==> config.mk <==
export PLATFORM = sky130hd
export DESIGN_NAME = press_event_decoder
export DESIGN_NICKNAME = d
export VERILOG_FILES = /design/src/rtl/press_event_decoder.sv
export SDC_FILE = /design/constraint.sdc
export NUM_CORES = 1
export LEC_CHECK = 0
export CORE_MARGIN = 5
export CORE_UTILIZATION = 35
export CTS_BUF_LIST = sky130_fd_sc_hd__clkbuf_16
export CTS_CLUSTER_SIZE = 12
export DETAILED_ROUTE_END_ITERATION = 12
export PLACE_DENSITY = 0.67
export SYNTH_ARGS = -nofsm -noshare
export SYNTH_HDL_FRONTEND = slang
export SYNTH_SLANG_ARGS = --single-unit
==> constraint.sdc <==
create_clock -name CLK -period 4.4 [get_ports CLK]
set_input_delay 0.88 -clock CLK [delete_from_list [all_inputs] [get_ports CLK]]
set_output_delay 0.88 -clock CLK [all_outputs]
set_load 0.05 [all_outputs]
==> src/rtl/press_event_decoder.sv <==
// press_event_decoder
//
// Turns the debounced button level into one of three gesture events:
// single press, double press or long press. Each event is a one-cycle
// registered pulse. All timing is counted in CLK cycles.
//
// Optional feature macro: PRESS_DECODER_REPEAT_EN
//   When defined, holding the button after a long press produces an
//   auto-repeat pulse every Repeat_Interval cycles. When undefined, the
//   repeat logic is absent and Repeat_Pulse is tied low.
//
// Parameters:
//   Long_Press_Length   - cycles held after the press to qualify as long
//   Double_Click_Window - cycles after first release in which a second
//                         press counts as a double press
//   Repeat_Interval     - cycles between auto-repeat pulses
//
// Ports:
//   CLK           in   system clock, posedge
//   Reset         in   asynchronous active-high reset
//   Button_In     in   debounced button level, synchronous to CLK
//   Single_Press  out  one-cycle pulse, single press
//   Double_Press  out  one-cycle pulse, double press
//   Long_Press    out  one-cycle pulse, long press
//   Repeat_Pulse  out  one-cycle auto-repeat pulse
//   Current_State out  debug: FSM state encoding
//   Timer         out  debug: in-state cycle counter (saturating)

module press_event_decoder #(
    parameter logic [25:0] Long_Press_Length   = 26'd50000000,
    parameter logic [25:0] Double_Click_Window = 26'd15000000,
    parameter logic [25:0] Repeat_Interval     = 26'd10000000
) (
    input  logic        CLK,
    input  logic        Reset,
    input  logic        Button_In,
    output logic        Single_Press,
    output logic        Double_Press,
    output logic        Long_Press,
    output logic        Repeat_Pulse,
    output logic [2:0]  Current_State,
    output logic [25:0] Timer
);

    typedef enum logic [2:0] {
        IDLE      = 3'd0,
        PRESSED1  = 3'd1,
        WAIT2     = 3'd2,
        PRESSED2  = 3'd3,
        HELD_LONG = 3'd4
    } state_t;

    localparam logic [25:0] TIMER_MAX = 26'h3FFFFFF;

    state_t state;
    logic   button_prev;
    logic   rise;

    // button_prev resets high so a button already held at reset release
    // is not seen as a new press.
    assign rise          = Button_In & ~button_prev;
    assign Current_State = state;

    // Gesture FSM. Timer counts cycles spent in the current state; each
    // transition branch clears it, overriding the default increment.
    always_ff @(posedge CLK or posedge Reset) begin
        if (Reset) begin
            state        <= IDLE;
            Timer        <= 26'd0;
            button_prev  <= 1'b1;
            Single_Press <= 1'b0;
            Double_Press <= 1'b0;
            Long_Press   <= 1'b0;
        end else begin
            button_prev  <= Button_In;
            Single_Press <= 1'b0;
            Double_Press <= 1'b0;
            Long_Press   <= 1'b0;
            if (Timer != TIMER_MAX) begin
                Timer <= Timer + 26'd1;
            end

            case (state)
                IDLE: begin
                    if (rise) begin
                        state <= PRESSED1;
                        Timer <= 26'd0;
                    end
                end
                PRESSED1: begin
                    if (!Button_In) begin
                        state <= WAIT2;
                        Timer <= 26'd0;
                    end else if (Timer == Long_Press_Length - 26'd1) begin
                        Long_Press <= 1'b1;
                        state      <= HELD_LONG;
                        Timer      <= 26'd0;
                    end
                end
                WAIT2: begin
                    // A second press on the expiry cycle still counts as a
                    // double press, so rise is checked first.
                    if (rise) begin
                        Double_Press <= 1'b1;
                        state        <= PRESSED2;
                        Timer        <= 26'd0;
                    end else if (Timer == Double_Click_Window - 26'd1) begin
                        Single_Press <= 1'b1;
                        state        <= IDLE;
                        Timer        <= 26'd0;
                    end
                end
                PRESSED2: begin
                    if (!Button_In) begin
                        state <= IDLE;
                        Timer <= 26'd0;
                    end
                end
                HELD_LONG: begin
                    if (!Button_In) begin
                        state <= IDLE;
                        Timer <= 26'd0;
                    end
                end
                default: begin
                    state <= IDLE;
                    Timer <= 26'd0;
                end
            endcase
        end
    end

`ifdef PRESS_DECODER_REPEAT_EN
    logic [25:0] repeat_count;

    // The repeat counter idles at zero outside HELD_LONG, which clears it
    // on entry and on exit without a separate entry detect.
    always_ff @(posedge CLK or posedge Reset) begin
        if (Reset) begin
            repeat_count <= 26'd0;
            Repeat_Pulse <= 1'b0;
        end else begin
            Repeat_Pulse <= 1'b0;
            if (state == HELD_LONG && Button_In) begin
                if (repeat_count == Repeat_Interval - 26'd1) begin
                    Repeat_Pulse <= 1'b1;
                    repeat_count <= 26'd0;
                end else begin
                    repeat_count <= repeat_count + 26'd1;
                end
            end else begin
                repeat_count <= 26'd0;
            end
        end
    end
`else
    logic unused_repeat_interval;

    assign unused_repeat_interval = ^Repeat_Interval;
    assign Repeat_Pulse           = 1'b0;
`endif

endmodule

Yosys cells after proc, flatten, opt, wreduce, memory -nomap -nowiden
Index checks and enable logic that the tools add are counted.
Storage, ports and cells
  register bits: 33
  output and inout port bits: 33
  word-level logic and storage cells: 46
Operators by class
  $add $sub $neg: 1
  equality and inequality tests: 11
  mux-type cells: 23
  bitwise operators: 2
  reduce and logical (&&, ||, !) cells: 3
Operators by type and width (count)
  26-bit 2-to-1 mux: 7
  26-bit case mux with 4 select lines: 1
  26-bit by 1-bit adder with 26-bit output, second input constant: 1
  26-bit by 24-bit == test with 1-bit output, second input constant: 1
  26-bit == test, second input constant: 1
  26-bit inequality test, second input constant: 1
  3-bit 2-to-1 mux: 6
  3-bit case mux with 4 select lines: 1
  1-bit 2-to-1 mux: 8
  3-bit by 2-bit == test with 1-bit output, second input constant: 2
  3-bit inequality test, second input constant: 2
  2-bit inequality test, second input constant: 2
  4-bit AND reduction: 1
  3-bit by 1-bit == test with 1-bit output, second input constant: 1
  3-bit == test, second input constant: 1
  3-bit zero test: 1
  2-bit OR reduction: 1
  1-bit bitwise AND: 1
  1-bit inverter: 1

Longest topological paths before layout
Gate-level depths: netlist of the first run.
  depth in word-level cells: 5
  depth in mapped cells: 7
  depth with buffers taken out: 6

Worst setup path before layout of the first run
Ideal clock, no wire load.
  path kind: register -> register
  start point: reg Timer[0]
  end point: reg Timer[23]
  library setup time: 0.126 ns
  arrival time: 2.324 ns
  required time: 4.274 ns
  setup slack: 1.950 ns
  stages on the path, launching flop included: 8
  period minus slack after synthesis: 2.450 ns
  cell sequence: dfrtp_1 ha_1 nand3_1 nor4_4 nand4_2 a211oi_4 buf_6 a21oi_1
On the way
  cells in the longest elaborated chain, start to end: 5
  elaborated cells on any way between the ends: 12
  those cells by class: 1 x add/sub; 3 x eq/ne; 8 x mux
Ends and longest elaborated chain
  start: declaration: RTL line 42  | output logic [25:0] Timer
  start signal: assignment: RTL line 80  | Timer <= Timer + 26'd1;
  26-bit by 1-bit adder with 26-bit output or 26-bit inequality test (tied branches): RTL line 80, 79
  26-bit 2-to-1 mux: RTL line 79  | if (Timer != TIMER_MAX) begin
  26-bit 2-to-1 mux (on tied branches): RTL line 107, 94
  26-bit 2-to-1 mux (on tied branches): RTL line 103, 91
  26-bit case mux with 4 select lines (*): RTL line 83  | case (state)
Mark *: on every way between the ends. The rest lies on a longest branch, timed or not.
A chain may end at the register's enable or synchronous reset.

Worst setup path in the final report of the first run
  start point: reg Timer[12]
  end point: reg Timer[2]
On the way
  cells in the longest elaborated chain, start to end: 5
  elaborated cells on any way between the ends: 11
  those cells by class: 3 x eq/ne; 8 x mux
Ends and longest elaborated chain (RTL line)
  26-bit inequality test: 79
  26-bit 2-to-1 mux: 79
  26-bit 2-to-1 mux (on tied branches): 107, 94
  26-bit 2-to-1 mux (on tied branches): 103, 91
  26-bit case mux with 4 select lines (*): 83
Marked as above.

==> key figures, run 1 <==
Synth
  • Unique masters post-synth: 40
  • Post-synth EDFFs: 0
  • Post-Syn Area: 0.001869 mm^2
  • Post-Synthesis Cells: 203
  • Synth Area per Inst: 9.208 um^2
  • Seq cells post-synth: 33
  • Sequential fraction of the synthesis area: 44.24%
  • Commonest register cell after synthesis: dfrtp_1
  • Asr flop ratio synth: 100.0%
  • Syn Nets: 207
  • Warnings, synthesis: 0

Finish
  • Antenna cells: 0
  • Area growth syn-to-layout: 28.58%
  • Final net count: 244
  • Fraction of layout instances using a drive strength above 1: between 7 and 8%
  • Final core occ: between 40% and 50%
  • Fin cells: around 310
  • Fill count: 516

Pwr
  • Clock power frac: 41.6%
  • Seq pwr share: roughly 43%
  • Total power: 0.7768 mW
  • Gate power share: 15.3%
  • Sw Pwr: 0.2198 mW
  • Pwr Density: 323.2 mW/mm^2
  • LEAKAGE: 0.8751 nW
  • Worst vdd ir: 0.0002138 V
  • Pint: 0.5570 mW
  • Switching Share: 28.30%

Setup path
  • Nature of the critical path endpoint: flip-flop
  • Slowest cell on the critical path: a211oi_4
  • Critical-path cell list: or4_1, nor4_1, a31oi_1, a211oi_4, nor3_1
  • Max Fanout on Critical Path: 26
  • CP peak stage delay: 880 ps
  • CP Launch Type: flip-flop
  • Worst EP arrival: 2990 ps
  • CP Class: reg2reg
  • CP required: 4500 ps

Global route
  • Remaining Overflow, GRT: 0
  • Largest net degree at the start of global routing: 34
  • First-pass GRT wire length: 7935 um
  • Antenna violations before repair: 0
  • Total track usage: 13.96%
  • Vias in the first global route: 1671

Min path
  • Worst min path class: reg2reg

Timing
  • Period utilization: 65.61%
  • Pins over their slew limit: 0
  • RSZ-0062 raised after global routing: no
  • Crit path time final: 2887 ps
  • # setup viols final: 0
  • Hold Violations, Final: 0
  • Hold WS: roughly 600 ps
  • Final setup TNS: 0 ps
  • Rel. slew slack: 26.94%
  • Fmax: 346.4 MHz
  • Setup Skew: 2.149 ps
  • Worst-Margin Slew: 1092 ps

Clocking
  • CTS tree: built
  • Post-CTS Repair Setup Buffers: 0
  • Clock-pin slew on the worst setup and hold paths: 50 ps
  • Root buffer cell: clkbuf_16
  • Clock buffer depth: 2
  • TritonCTS Sinks: 33
  • Clock Latency Late Sink: between 200 and 300 ps
  • Hold Buf Count CTS: 0
  • Post-CTS Resized: 0
  • Number of CTS-inserted buffers: 5
  • H-Tree Depth: 2

Placed design
  • Buffers added on ports: 34
  • Detail Placement HPWL: ~3300 um
  • GP Congestion: 0.8234
  • Placed cell count: between 300 and 400

Die
  • Ports: 36
  • Placeable Area: 0.005140 mm^2
  • Std cell rows: 26
  • DIE WIDTH: 83.08 um
  • DIE HEIGHT: 83.08 um
  • Die footprint: 0.006902 mm^2
  • Initial core utilization: 36.37%

Detailed routing
  • Vias post-DR: between 1500 and 2000
  • DRT Pass-1 Iters: 4
  • Post-route ant nets: 0
  • Wire per inst: 14.96 um
  • DRC violations left: 0
  • Via-to-Cell Ratio: 5.325
  • Post-Route WL: 4652 um
  • DRT iter0 DRCs: 75

Flow run
  • # Max-Cap Violations: 0

Outcome
  • Outcome: complete, no violations
worst max-delay path, delay by kind of cell, from the launching register on:
family | cells | cell delay (ps)
AND/OR/NAND/NOR | 3 | 1130
AO/OA/AOI/OAI | 2 | 1100
flip-flops | 1 | 470
through the flow:
| stage | cell area [um^2] | setup WS [ps] |
|---|---|---|
| 2_1_floorplan | 1869 | 1950 |
| 4_1_cts | 2404 | 1466 |
| 3_5_place_dp | 2267 | 1316 |
| 3_3_place_gp | 2267 | 1422 |
| 6_report | 2404 | 1513 |
| 5_1_grt | 2404 | 1211 |
state kept, by name (all words and copies together) (netlist names):
register       cells
button_prev        1
Timer             26
Long_Press         1
Single_Press       1
Current_State      3
Double_Press       1
cell usage after synthesis (all sizes together) (2+ instances only):
| cell | instances | area (um^2) |
|---|---|---|
| a211oi | 7 | 65.06 |
| a21oi | 10 | 50.05 |
| a311oi | 2 | 17.52 |
| buf | 3 | 30.03 |
| clkbuf | 2 | 7.510 |
| dfrtp | 32 | 800.8 |
| inv | 6 | 22.52 |
| nand2 | 16 | 60.06 |
| nand2b | 5 | 31.28 |
| nand3 | 9 | 45.04 |
| nand3b | 2 | 15.01 |
| nand4 | 8 | 62.56 |
| nor2 | 33 | 128.9 |
| nor3 | 8 | 40.04 |
| nor4 | 8 | 77.57 |
| o211ai | 3 | 22.52 |
| o21ai | 6 | 30.03 |
| o31ai | 2 | 15.01 |
| or2 | 3 | 18.77 |
| or3 | 4 | 25.02 |
| or4 | 7 | 56.30 |
| xnor2 | 12 | 105.1 |
| xor2 | 5 | 43.79 |
final cells by class:
class	instances	area, um^2	area share (%)
multi-input combinational	159	982.2	40.86
sequential	33	827.0	34.41
timing repair buffer	35	347.8	14.47
clock buffer	5	125.1	5.206
tap	70	87.58	3.644
inverter	6	22.52	0.9370
clock inverter	3	11.26	0.4685
power by group through the flow:
stage / Combinational (mW) / Clock, mW / Sequential (mW)
final: 0.119 / 0.323 / 0.335
after global routing: 0.128 / 0.345 / 0.337
after CTS: 0.120 / 0.330 / 0.335
after detailed placement: 0.119 / 0 / 0.339
after global placement: 0.118 / 0 / 0.339
after floorplan: 0.0462 / 0 / 0.377
kinds of logic (layout without fill, tap and decap cells):
family                     Yosys count  after routing  synth area share, %
and+or+nand+nor                    105            105                30.79
AOI/OAI and AO/OA                   34             34                12.38
DFF                                 33             33                44.24
xor gates and xnor gates            17             17                7.965
buffers and inverters               11             49                3.213
adders and majority gates            1              1               0.6692
other                                1              1               0.2006
muxes                                1              1               0.5355
per-layer routing:
metal  GRT usage [%]  vias up  share of wire (%)
li1                -      805                  -
met1           17.72      814                 48
met2           22.96       31                 47
met3           3.267        6                3.5
met4           5.349        0                1.6
met5               0        -                  0
placed cells by master, fill, tap and decap left out, drive strengths merged, types with 3 or more instances in the layout:
master / netlist / layout
nand3: 9 / 9
a211oi: 7 / 7
inv: 6 / 8
a21oi: 10 / 10
o21ai: 6 / 6
nor3: 8 / 8
or2: 3 / 3
nand2: 16 / 16
clkdlybuf4s50: 0 / 34
nand4: 8 / 8
xor2: 5 / 5
or3: 4 / 4
or4: 7 / 7
nor4: 8 / 8
nand2b: 5 / 5
clkbuf: 2 / 5
xnor2: 12 / 12
dfrtp: 32 / 32
o211ai: 3 / 3
nor2: 33 / 33
worst paths after layout:
path	from	to	slack, ps	cells past startpoint
worst max-delay path	Timer[12]$_DFF_PP0_	Timer[2]$_DFF_PP0_	1510	5
worst min-delay path	Timer[1]$_DFF_PP0_	Timer[1]$_DFF_PP0_	590	2
worst max register to register	Timer[12]$_DFF_PP0_	Timer[2]$_DFF_PP0_	1510	5
worst min register to register	Timer[1]$_DFF_PP0_	Timer[1]$_DFF_PP0_	590	2
max in group asynchronous	Reset	button_prev$_DFF_PP1_	3070	3
min in group asynchronous	Reset	Double_Press$_DFF_PP0_	1010	3
(Power assumes the default switching activity.)
==> inputs of run 2 (changes only) <==
==> constraint.sdc (replaced) <==
create_clock -name CLK -period 3 [get_ports CLK]
set_input_delay 0.6 -clock CLK [delete_from_list [all_inputs] [get_ports CLK]]
set_output_delay 0.6 -clock CLK [all_outputs]
set_load 0.05 [all_outputs]
==> run 2 against run 1 <==
  * Clock power is 79% higher
  * Final cell count increased by 1.6%
  * Setup slack lost 1000 ps
  * Combinational power increased by 50%
==> key figures, run 2 (synthesized netlist as in run 1, its figures left out) <==
Outcome
  • Outcome: complete, no violations

Placed design
  • Detail Placement HPWL: around 3400 um
  • Buffers added on ports: 34
  • GP Congestion: 0.8993
  • Placed inst area: 0.002305 mm^2

Die
  • Placeable Area: 0.005140 mm^2
  • Std cell rows: 26
  • DIE WIDTH: 83.08 um
  • Initial core utilization: between 30% and 40%
  • Ports: 36
  • DIE HEIGHT: between 80 and 90 um
  • Die footprint: 0.006902 mm^2

Finish
  • Fraction of layout instances using a drive strength above 1: a little over a tenth
  • Reg area: 827.0 um^2
  • Multi-input gate area: 982.2 um^2
  • Area growth syn-to-layout: 32.20%
  • Finished Cell Area: 0.002471 mm^2
  • Final core occ: 48.08%
  • Antenna cells: 0
  • Top reg by flops: Timer
  • Fill count: between 500 and 600
  • Max reg flops: 26
  • Commonest non-fill, non-tap cell in the layout: clkdlybuf4s50_1
  • Commonest cells after routing, fill and taps aside: 34 x clkdlybuf4s50_1, 32 x dfrtp_1, 31 x nor2_1
  • Final net count: about 250

Flow run
  • # Max-Cap Violations: 0

Min path
  • Hold Crit Depth: 2
  • Worst min path class: reg2reg

Global route
  • Remaining Overflow, GRT: 0
  • Antenna violations before repair: 0
  • Total track usage: between 10 and 15%
  • First-pass GRT wire length: 8211 um
  • Largest net degree at the start of global routing: 34
  • Vias in the first global route: roughly 1600

Timing
  • Final setup TNS: 0 ps
  • Pins over their slew limit: 0
  • Period utilization: a little over four fifths
  • Hold Violations, Final: 0
  • Crit path time final: 2497 ps
  • Worst-Margin Slew: 813.2 ps
  • RSZ-0062 raised after global routing: no
  • # setup viols final: 0
  • Fmax: 400.5 MHz
  • Hold WS: 582.7 ps
  • Setup Skew: 10.03 ps
  • Rel. slew slack: a little under half

Detailed routing
  • DRC violations left: 0
  • DRT Pass-1 Iters: 4
  • Post-route ant nets: 0
  • Via-to-Cell Ratio: 5.310
  • Vias post-DR: 1678
  • Wire per inst: 15.09 um
  • DRT iter0 DRCs: 60
  • Post-Route WL: 4768 um

Setup path
  • R2R cell count: 6
  • Max Fanout on Critical Path: 10
  • Nature of the critical path endpoint: flip-flop
  • Worst EP arrival: between 2000 and 3000 ps
  • CP required: between 3000 and 4000 ps
  • CP Launch Type: flip-flop
  • CP Class: reg2reg

Clocking
  • CTS tree: built
  • H-Tree Depth: 2
  • Clock-pin slew on the worst setup and hold paths: 60 ps
  • TritonCTS Sinks: 33
  • Clock buffer depth: 2
  • Number of CTS-inserted buffers: 5
  • Post-CTS Repair Setup Buffers: 0
  • Hold Buf Count CTS: 0
  • Post-CTS Resized: 0
  • Root buffer cell: clkbuf_16
  • Clock Latency Late Sink: 280 ps

Pwr
  • Total power: 1.248 mW
  • Pwr Density: just over 500 mW/mm^2
  • LEAKAGE: 0.9049 nW
  • Worst vdd ir: 0.0003997 V
-- run 2: cell count changes in the layout (fill, tap and decap cells not counted), sizes merged --
| cell | before | now |
|---|---|---|
| buf | 1 | 6 |
| bufinv | 0 | 1 |
| clkinvlp | 0 | 1 |
| inv | 8 | 6 |
-- run 2: worst max-delay path, stage by stage, from the launching register on --
cell and delay [ps]:
dfrtp_1 450, or4_1 540, nor4_1 410, a31oi_1 220
a211oi_4 420, buf_4 270, nor3_1 70
-- run 2: metrics by stage --
stage | cells | setup slack, ps
detailed placement | 308 | 469.8
CTS | 316 | 465.5
finish | 316 | 503.0
global route | 316 | 295.8
floorplan | 203 | 549.6
global placement | 308 | 557.5
-- run 2: per-layer routing --
metal  share of wire, %  global-route usage [%]
met1                 45                   18.55
met2                 47                   22.59
met3                6.7                   5.347
met4                1.5                   5.795
met5                  0                       0
-- run 2: power by group --
part | internal [mW] | switching [mW] | leakage, nW
sequential | 0.464 | 0.0266 | 0.451
clock | 0.388 | 0.190 | 0.0775
combinational | 0.0590 | 0.120 | 0.376
total | 0.911 | 0.337 | 0.905
-- run 2: path summary, 6_finish.rpt --
kind,from,to,slack [ps]
setup / recovery,Timer[6]$_DFF_PP0_,Timer[2]$_DFF_PP0_,500
hold / removal,Timer[1]$_DFF_PP0_,Timer[1]$_DFF_PP0_,580
setup reg to reg,Timer[6]$_DFF_PP0_,Timer[2]$_DFF_PP0_,500
hold reg to reg,Timer[1]$_DFF_PP0_,Timer[1]$_DFF_PP0_,580
max in group asynchronous,Reset,button_prev$_DFF_PP1_,1940
min in group asynchronous,Reset,Timer[7]$_DFF_PP0_,730
-- run 2: final cells by class --
| cell class | instances | area share (%) |
|---|---|---|
| clock inverters | 3 | 1.671 |
| repair buffers | 40 | 15.59 |
| flip-flops and latches | 33 | 33.47 |
| inverters | 6 | 0.9114 |
| well taps | 70 | 3.544 |
| multi-input cells | 159 | 39.75 |
| clock buffers | 5 | 5.063 |
==> inputs of run 3 (changes only) <==
--- a/config.mk
+++ b/config.mk
@@ -10,7 +10,7 @@
 export CTS_BUF_LIST = sky130_fd_sc_hd__clkbuf_16
 export CTS_CLUSTER_SIZE = 12
 export DETAILED_ROUTE_END_ITERATION = 12
-export PLACE_DENSITY = 0.67
+export PLACE_DENSITY = 0.69
 export SYNTH_ARGS = -nofsm -noshare
 export SYNTH_HDL_FRONTEND = slang
 export SYNTH_SLANG_ARGS = --single-unit
==> constraint.sdc (replaced) <==
create_clock -name CLK -period 2.23 [get_ports CLK]
set_input_delay 0.446 -clock CLK [delete_from_list [all_inputs] [get_ports CLK]]
set_output_delay 0.446 -clock CLK [all_outputs]
set_load 0.05 [all_outputs]
==> run 3 against run 2 <==
  * Largest power group is now sequential cells
  * Core utilization grew 2.3 points
  * Combinational power is 39% higher
  * Clock power up 8.1%
  * Routed wire length grew 0.44%
  * Sequential share of layout area fell by 0.65 points
  * Via count increased by 1.4%
  * Sequential power increased by 35%
  * Fmax up 16%
  * Die area is the same
==> key figures, run 3 (synthesized netlist as in run 1, its figures left out) <==
Die
  • Die footprint: between 0.006 and 0.007 mm^2
  • Placeable Area: 0.005140 mm^2
  • Initial core utilization: 36.37%
  • Ports: 36
  • DIE WIDTH: 83.08 um
  • DIE HEIGHT: 83.08 um
  • Std cell rows: 26

Clocking
  • CTS tree: built
  • Root buffer cell: clkbuf_16
  • Clock Latency Late Sink: 270 ps
  • Number of CTS-inserted buffers: 5
  • Clock buffer depth: 2
  • H-Tree Depth: 2
  • TritonCTS Sinks: 33
  • Clock-pin slew on the worst setup and hold paths: 50 ps

Global route
  • Largest net degree at the start of global routing: 34
  • First-pass GRT wire length: 8224 um
  • Remaining Overflow, GRT: 0
  • Total track usage: 14.69%
  • Vias in the first global route: 1645
  • Antenna violations before repair: 0

Pwr
  • LEAKAGE: 0.9453 nW
  • Pwr Density: 593.2 mW/mm^2
  • Pint: 1.111 mW
  • Total power: 1.536 mW
  • Worst vdd ir: 0.0003725 V
  • Sw Pwr: roughly 0.42 mW
  • Seq pwr share: 43.1%
  • Switching Share: 27.63%
  • Clock power frac: 40.8%
  • Gate power share: 16.1%

Timing
  • Hold Violations, Final: 0
  • # setup viols final: 0
  • Worst-Margin Slew: 504.0 ps
  • Fmax: 465.8 MHz
  • Rel. slew slack: 66.30%
  • Period utilization: between 90% and 100%
  • Setup Skew: 4.820 ps
  • Crit path time final: 2147 ps
  • RSZ-0062 raised after global routing: no
  • Pins over their slew limit: 0

Finish
  • Finished Cell Area: between 0.002 and 0.003 mm^2
  • Area growth syn-to-layout: 38.49%
  • Commonest cells after routing, fill and taps aside: 34 x clkdlybuf4s50_1, 31 x nor2_1, 20 x buf_4
  • Fraction of layout instances using a drive strength above 1: 21.84%
  • Antenna cells: 0
  • Max reg flops: 26
  • Commonest non-fill, non-tap cell in the layout: clkdlybuf4s50_1
  • Top reg by flops: Timer
  • Final net count: 264

Setup path
  • CP required: 2360 ps
  • Worst EP arrival: 2280 ps
  • CP Class: reg2reg
  • CP Launch Type: flip-flop
  • Nature of the critical path endpoint: flip-flop
  • Max Fanout on Critical Path: 26

Detailed routing
  • Vias post-DR: 1702
  • Post-route ant nets: 0
  • DRT iter0 DRCs: 131
  • Post-Route WL: 4789 um
  • DRC violations left: 0
  • Via-to-Cell Ratio: slightly above 5
  • Wire per inst: 14.47 um
  • DRT Pass-1 Iters: 4

Placed design
  • Placed inst area: 0.002445 mm^2
  • Buffers added on ports: 34
  • GP Congestion: 0.8701
  • Detail Placement HPWL: 3452 um

Outcome
  • Outcome: complete, no violations

Min path
  • Worst min path class: reg2reg

Flow run
  • # Max-Cap Violations: 0
-- run 3: through the flow --
step                      worst slack [ps]  instances  setup TNS, ps  util [%]  hold slack (ps)
final                                83.08        331              0     50.37            573.6
after global routing                 3.030        331              0     50.37            608.4
after CTS                            83.01        330              0     50.22            574.1
after detailed placement             87.69        322              0     47.57            565.3
after global placement               110.0        322              0     47.57            567.9
after floorplan                     -26.19        203         -381.7         -            450.5
-- run 3: layout make-up --
cell class                      count  area (um^2)
Multi-Input combinational cell    159        982.2
Sequential cell                    33        849.6
Fill cell                         508         2551
Clock buffer                        5        125.1
Clock inverter                      3        11.26
Inverter                            6        22.52
Tap cell                           70        87.58
Timing Repair Buffer               55        510.5
-- run 3: final timing paths --
| path | start | to | slack, ps | cells after the start |
|---|---|---|---|---|
| setup reg to reg | Timer[6]$_DFF_PP0_ | Timer[18]$_DFF_PP0_ | 80 | 7 |
| min in group asynchronous | Reset | Timer[2]$_DFF_PP0_ | 580 | 3 |
| hold reg to reg | Timer[1]$_DFF_PP0_ | Timer[1]$_DFF_PP0_ | 570 | 2 |
| hold / removal | Timer[1]$_DFF_PP0_ | Timer[1]$_DFF_PP0_ | 570 | 2 |
| setup / recovery | Timer[6]$_DFF_PP0_ | Timer[18]$_DFF_PP0_ | 80 | 7 |
| max in group asynchronous | Reset | button_prev$_DFF_PP1_ | 1310 | 3 |
-- run 3: power groups by stage --
stage | sequential, mW | combinational (mW) | clock, mW
after floorplan | 0.746 | 0.0919 | 0
after global placement | 0.670 | 0.250 | 0
after detailed placement | 0.670 | 0.248 | 0
after CTS | 0.661 | 0.250 | 0.642
after global routing | 0.668 | 0.266 | 0.681
final | 0.662 | 0.248 | 0.626
-- run 3: repair_timing --
action                                  CTS  global route
buffers inserted                          0             1
hold buffers                              0             0
endpoints found under the setup margin    0            27
resized for setup                         0             0
endpoints found under the hold margin     0             0
-- run 3: worst max-delay path: stages, from the launching register on --
cell and delay (ps):
dfrtp_2 450, or4_1 530, nor4_1 230, buf_4 170, a31oi_1 110, a211oi_4 220
buf_12 210, a311oi_1 60
-- run 3: metal layers --
| metal | track usage [%] | vias to the layer above | routed length [um] |
|---|---|---|---|
| li1 | - | 843 | - |
| met1 | 20.02 | 820 | 2322 |
| met2 | 22.89 | 32 | 2250 |
| met3 | 3.465 | 7 | 163 |
| met4 | 4.903 | 0 | 53 |
| met5 | 0 | - | 0 |
